<file path="config.mk">
export PLATFORM = sky130hd
export DESIGN_NAME = oclib_csr_arbiter
export DESIGN_NICKNAME = d
export VERILOG_FILES = /design/src/rtl/oclib_csr_arbiter.sv
export SDC_FILE = /design/constraint.sdc
export NUM_CORES = 1
export LEC_CHECK = 0
export ABC_CLOCK_PERIOD_IN_PS = 5400
export CAP_MARGIN = 30
export CELL_PAD_IN_SITES_DETAIL_PLACEMENT = 1
export CELL_PAD_IN_SITES_GLOBAL_PLACEMENT = 2
export CORE_MARGIN = 5
export CORE_UTILIZATION = 23
export DETAILED_ROUTE_END_ITERATION = 16
export HOLD_SLACK_MARGIN = 0.03
export PLACE_DENSITY = 0.82
export SYNTH_ARGS = -nofsm -noshare
export SYNTH_HDL_FRONTEND = slang
export SYNTH_SLANG_ARGS = --single-unit
</file>
<file path="constraint.sdc">
create_clock -name clock -period 5.4 [get_ports clock]
set_input_delay 1.08 -clock clock [delete_from_list [all_inputs] [get_ports clock]]
set_output_delay 1.08 -clock clock [all_outputs]
set_load 0.02 [all_outputs]
</file>
<file path="src/rtl/oclib_csr_arbiter.sv">
// Round-robin arbiter sharing one 32-bit CSR target between several upstream CSR masters.
// Optional hung-target timeout enabled by defining OCLIB_CSR_ARBITER_TIMEOUT_EN.
package oclib_pkg;
    typedef struct packed {
        logic        read;
        logic        write;
        logic [31:0] address;
        logic [31:0] wdata;
    } csr_32_s;

    typedef struct packed {
        logic [31:0] rdata;
        logic        ready;
        logic        error;
    } csr_32_fb_s;
endpackage

module oclib_csr_arbiter #(
    parameter int  Requesters    = 2,
    parameter int  TimeoutCycles = 1024,
    localparam int IdW           = (Requesters > 1) ? $clog2(Requesters) : 1
) (
    input  logic                  clock,
    input  logic                  reset,
    input  oclib_pkg::csr_32_s    in     [Requesters],
    output oclib_pkg::csr_32_fb_s inFb   [Requesters],
    output oclib_pkg::csr_32_s    out,
    input  oclib_pkg::csr_32_fb_s outFb,
    output logic [IdW-1:0]        grantId,
    output logic                  busy
);
    typedef enum logic [1:0] {IDLE, ISSUE, RECOVER} state_t;

    state_t                r_state;
    state_t                w_state_next;
    oclib_pkg::csr_32_s    r_out;
    oclib_pkg::csr_32_fb_s r_infb [Requesters];
    logic [IdW-1:0]        r_grant;
    logic [IdW-1:0]        r_last;
    logic [Requesters-1:0] r_pending_drop;
    logic [Requesters-1:0] w_req;
    logic [IdW-1:0]        w_sel;
    logic                  w_any;
    logic                  w_timeout;

    // A master that just got its ready pulse stays ineligible until it shows one idle cycle.
    always_comb begin
        for (int i = 0; i < Requesters; i++) begin
            w_req[i] = (in[i].read | in[i].write) & ~r_pending_drop[i];
        end
    end

    always_comb begin : rr_pick
        int idx;
        // NOTE: every always_comb output gets a default first so no path can infer a latch.
        w_sel = '0;
        w_any = 1'b0;
        idx   = 0;
        for (int k = 1; k <= Requesters; k++) begin
            idx = int'(r_last) + k;
            if (idx >= Requesters) idx = idx - Requesters;
            if (!w_any && w_req[idx]) begin
                w_sel = IdW'(idx);
                w_any = 1'b1;
            end
        end
    end

`ifdef OCLIB_CSR_ARBITER_TIMEOUT_EN
    localparam int TW = $clog2(TimeoutCycles + 1);
    logic [TW-1:0] r_timer;

    // Held at zero outside ISSUE, so it starts from zero on every ISSUE entry.
    always_ff @(posedge clock or posedge reset) begin
        if (reset) begin
            r_timer <= '0;
        end else if (r_state == ISSUE) begin
            r_timer <= r_timer + 1'b1;
        end else begin
            r_timer <= '0;
        end
    end

    assign w_timeout = (r_state == ISSUE) && !outFb.ready &&
                       (r_timer == TW'(TimeoutCycles - 1));
`else
    assign w_timeout = 1'b0;
`endif

    always_comb begin
        w_state_next = r_state;
        unique case (r_state)
            IDLE:    if (w_any) w_state_next = ISSUE;
            ISSUE:   if (outFb.ready || w_timeout) w_state_next = RECOVER;
            RECOVER: w_state_next = IDLE;
            default: w_state_next = IDLE;
        endcase
    end

    // NOTE: sequential state uses non-blocking assignments only; later assignments override defaults.
    always_ff @(posedge clock or posedge reset) begin
        if (reset) begin
            r_state <= IDLE;
        end else begin
            r_state <= w_state_next;
        end
    end

    always_ff @(posedge clock or posedge reset) begin
        if (reset) begin
            r_out          <= '0;
            r_grant        <= '0;
            r_last         <= IdW'(Requesters - 1);
            r_pending_drop <= '0;
            for (int i = 0; i < Requesters; i++) r_infb[i] <= '0;
        end else begin
            for (int i = 0; i < Requesters; i++) begin
                r_infb[i] <= '0;
                if (!(in[i].read | in[i].write)) r_pending_drop[i] <= 1'b0;
            end
            unique case (r_state)
                IDLE: begin
                    if (w_any) begin
                        r_out   <= in[w_sel];
                        r_grant <= w_sel;
                        r_last  <= w_sel;
                    end
                end
                ISSUE: begin
                    if (outFb.ready || w_timeout) begin
                        r_infb[r_grant].ready    <= 1'b1;
                        r_infb[r_grant].rdata    <= outFb.ready ? outFb.rdata : 32'hdeadc0de;
                        r_infb[r_grant].error    <= outFb.ready ? outFb.error : 1'b1;
                        r_out.read               <= 1'b0;
                        r_out.write              <= 1'b0;
                        r_pending_drop[r_grant]  <= 1'b1;
                    end
                end
                default: ;
            endcase
        end
    end

    assign out     = r_out;
    assign inFb    = r_infb;
    assign grantId = r_grant;
    assign busy    = (r_state == ISSUE) || (r_state == RECOVER);
endmodule
</file>
==> results <==
- The run finished with clean final reports.
- The first-pass GRT wire length is 28,100 µm.
- The cell with the most instances after synthesis is sky130_fd_sc_hd__dfrtp_1.
- Synthesis handed over a netlist of 460 instances.
- The final routed DRC violation total is 0.
- Setup repair after global routing left no endpoint under its margin.
- The detail route stage leaves a number of antenna-violating nets equal to 0.
- The count of buffers added on input and output ports is 303.
- The total core area is 24,100 µm².
- At the later pin of the worst-skew pair, clock insertion delay measures 0.41 ns.
- Across the VDD grid, the largest voltage drop is 0.000228 V.
- Derived from the worst setup path, the maximum achievable clock frequency is about 330 MHz.
- In the final layout, the share of cells above drive strength 1 is 6.08%.
- The end-of-flow core utilization is 39.3%.
- The cell sitting at the root of the clock tree is a sky130_fd_sc_hd__clkbuf_16.
- The number of antenna diodes in the final layout is 0.
- For the worst setup path, the data arrival time is roughly 3.3 ns.
- The number of levels the H-tree was split into is 4.
- The analysis attributes to cell leakage a power of 4.19 nW.
- The number of global-route vias before repair was 4,847.
- The net count reported at finish is 931.
- The maximum number of pins on one net before global-route repair is 97.
- Among all flip-flop cells after synthesis, the most frequent one is sky130_fd_sc_hd__dfrtp_1.
- The wire length after detailed routing is 19,100 µm.
- The number of max-slew violations in the final report is 0.
- The net count after synthesis is 631.
- The number of antenna violations at the first check in global routing was 0.
- The overall die height is between 150 and 200 µm.
- The number of gates resized after CTS was 0.
- The total internal power is 3.08 mW.
- Clock tree synthesis inserted a total of 17 buffers.
- The critical hold path startpoint is out[3].
- The signed area change from the synthesized netlist to the final layout is 70.3%.
- The number of max-cap violations is 0.
- The die is roughly 170 µm wide.
- The class of the worst hold path is reg -> reg.
- The worst path in the final design needs a cycle of 3.00 ns, including I/O delays and setup.
- For this run, the total global-route usage over all layers was measured as 13.6%.
- The initial standard-cell utilization of the core is 23.1%.
- The share of total power consumed by net switching is a little under two fifths.
- The library cell with the largest summed area after synthesis is sky130_fd_sc_hd__dfrtp_1.
- At the end of routability-driven placement, the weighted congestion stood at 0.706.
- The HPWL after detailed placement is roughly 14,000 µm.
- The part of the Yosys area used for sequential elements is 63.0%.
- Dividing the detail-routed via count by the number of cells gives 4.07.
- After floorplanning, the core was divided into 57 placement rows.
- For the worst flop-to-flop path, the logic depth is 5.
- Measured against its own limit, the worst slew margin works out to between 40% and 50%.
- TritonCTS built the clock tree.
- After global routing the overflow that remains totals 0.
- The slew at the pin closest to its max-slew limit is 0.852 ns.
- Averaged over all synthesized cells, the footprint is about 12 µm².
- In this run the worst setup path terminates at out[62].
- The longest clock path from root to sink contains 2 buffers.
- The I/O pin count is 304.
- At the worst endpoint, the required time is around 5.7 ns.
- The cell area after synthesis is between 5000 and 6000 µm².
- After synthesis, the cell types taking the most area are sky130_fd_sc_hd__dfrtp_1 63%, sky130_fd_sc_hd__mux2i_1 12%, sky130_fd_sc_hd__and2_1 7.4%, sky130_fd_sc_hd__o21ai_0 4.4%, sky130_fd_sc_hd__nand2_1 4.4%.
- Setup violations remaining at the end of the flow were counted as 0.
- The number of enable-type register cells in the synthesized netlist is 0.
- The hold violation count in the final report is 0.
- The die footprint is around 27,000 µm².
- In the final routed layout, each cell accounts on average for ~17 µm.
- The post-route fraction of the period consumed by the critical path is 55.5%.
- The share of synthesized flip-flops with an asynchronous set or reset is 100%.
- The kind of critical path is in -> reg.
- The setup TNS is 0 ns.
- The launch point of the worst reg-to-reg path is r_pending_drop[1].
- For the final database, setup skew stands at 0.00855 ns.
- STA classifies the critical path endpoint as a flip-flop.
- The power spent charging and discharging nets is 1.88 mW.
- Per report_power, the clock group accounts for a little under a quarter of the total.
- Before antenna repair, the detailed router went through 4 iterations.
- The initial detailed-routing violation count is 159.
- For this design, the CTS-stage hold fixing added 0 buffers.
- The number of setup buffers added after CTS is 0.
- Summed over its instances, the top area cell type makes up between 60% and 70% of the synthesized netlist area.
- The share of total power dissipated in combinational logic is 45.0%.
- The maximum net fanout on the critical path is 53.
- Of the total power, registers draw a little under a third.
- In this run the worst setup path begins at in[65].
- The total power per unit cell area is 524 nW/µm².
- Sorting the synthesized cells by how often they occur yields 139 x sky130_fd_sc_hd__dfrtp_1, 66 x sky130_fd_sc_hd__and2_1, 66 x sky130_fd_sc_hd__mux2i_1.
- The type of element launching the critical path is an input port.
- Clock-pin slew was measured on the worst setup and hold paths at 0.06 ns.
- During synthesis, Yosys emitted a total of 0 warnings.
- Across all layers, the routed design uses around 4.5k vias.
- In this run the critical register-to-register path is captured at out[62].
- The number of distinct library cells after synthesis is 28.
- The synthesized design contains 140 register bits.
- The total number of clock tree sinks is 140.
- The setup check on the worst reg-to-reg path leaves a slack of 3.15 ns.
## cell families (layout without fill, tap and decap cells)
logic type,Yosys count,after routing,synth area share [%]
AO/OA/AOI/OAI,76,76,7.64
adder cells (fa/ha/maj),3,3,0.675
buffers and inverters,34,347,3.96
flip-flops,140,140,63.0
multiplexers,67,67,12.1
AND/OR/NAND/NOR,140,140,12.7
## registers in the layout (all words and copies together), names as in the netlist
name and count:
grantId 1, r_pending_drop 2, inFb 68, out 66
r_last 1, r_state 2
## cell usage in the layout (no fill, tap or decap), types with 2 or more instances in the layout
cell	netlist	final
sky130_fd_sc_hd__a22o_1	2	2
sky130_fd_sc_hd__inv_8	0	3
sky130_fd_sc_hd__nand2_1	65	65
sky130_fd_sc_hd__mux2i_1	66	66
sky130_fd_sc_hd__clkdlybuf4s50_1	0	303
sky130_fd_sc_hd__o21ai_1	18	18
sky130_fd_sc_hd__buf_4	0	6
sky130_fd_sc_hd__o21ai_0	49	49
sky130_fd_sc_hd__clkinvlp_4	0	2
sky130_fd_sc_hd__nor2_1	3	2
sky130_fd_sc_hd__clkbuf_16	0	17
sky130_fd_sc_hd__nor2b_1	2	2
sky130_fd_sc_hd__inv_1	5	4
sky130_fd_sc_hd__o32ai_1	2	2
sky130_fd_sc_hd__ha_1	3	3
sky130_fd_sc_hd__inv_6	0	6
sky130_fd_sc_hd__clkinv_4	0	3
sky130_fd_sc_hd__and2_1	66	66
sky130_fd_sc_hd__dfrtp_1	139	139
## how the worst min path moves through the flow
stage,end,slack (ns),cells after the start
final,out[3],0.48,2
after global routing,out[18],0.50,2
after CTS,out[3],0.49,2
after detailed placement,out[3],0.47,2
after global placement,out[59],0.46,2
after floorplan,r_pending_drop[0],0.46,2
## power by group through the flow
stage	clock network, mW	logic [mW]	registers (mW)
after detailed placement	0	2.28	1.57
after floorplan	0	0.938	1.93
after global placement	0	2.25	1.55
final	1.18	2.24	1.55
after CTS	1.23	2.29	1.55
after global routing	1.28	2.43	1.58
## layout make-up
class                   count  area [µm²]
clock buffers              18         439
fillers                  2679       14600
clock inverters            14         149
multi-input cells         286        1860
repair buffers            310        3100
flip-flops and latches    140        3500
inverters                   5        23.8
well taps                 324         405
## routing by layer
| layer | up-vias | wire length (µm) | global-route usage [%] |
|---|---|---|---|
| li1 | 2129 | - | - |
| met2 | 206 | 8670 | 21.6 |
| met3 | 8 | 2830 | 8.51 |
| met5 | - | 0 | 0 |
| met4 | 0 | 170 | 3.71 |
| met1 | 2123 | 7450 | 15.1 |
## per-stage QoR
stage	power [mW]	area, µm²	hold slack [ns]	instances	worst slack, ns
floorplan	2.87	5570	0.460	460	0.569
global placement	3.80	8890	0.462	1065	1.98
detailed placement	3.86	8890	0.470	1065	1.90
CTS	5.08	9480	0.486	1097	2.34
global route	5.30	9480	0.497	1097	2.25
finish	4.97	9480	0.482	1097	2.40
## critical path: stages
cell	delay [ns]
sky130_fd_sc_hd__clkdlybuf4s50_1	0.52
sky130_fd_sc_hd__o21ba_4	0.19
sky130_fd_sc_hd__a21boi_4	0.66
sky130_fd_sc_hd__buf_12	0.42
sky130_fd_sc_hd__mux2i_1	0.24
sky130_fd_sc_hd__o21ai_0	0.09
No activity file was read; power rests on OpenSTA's default activity.
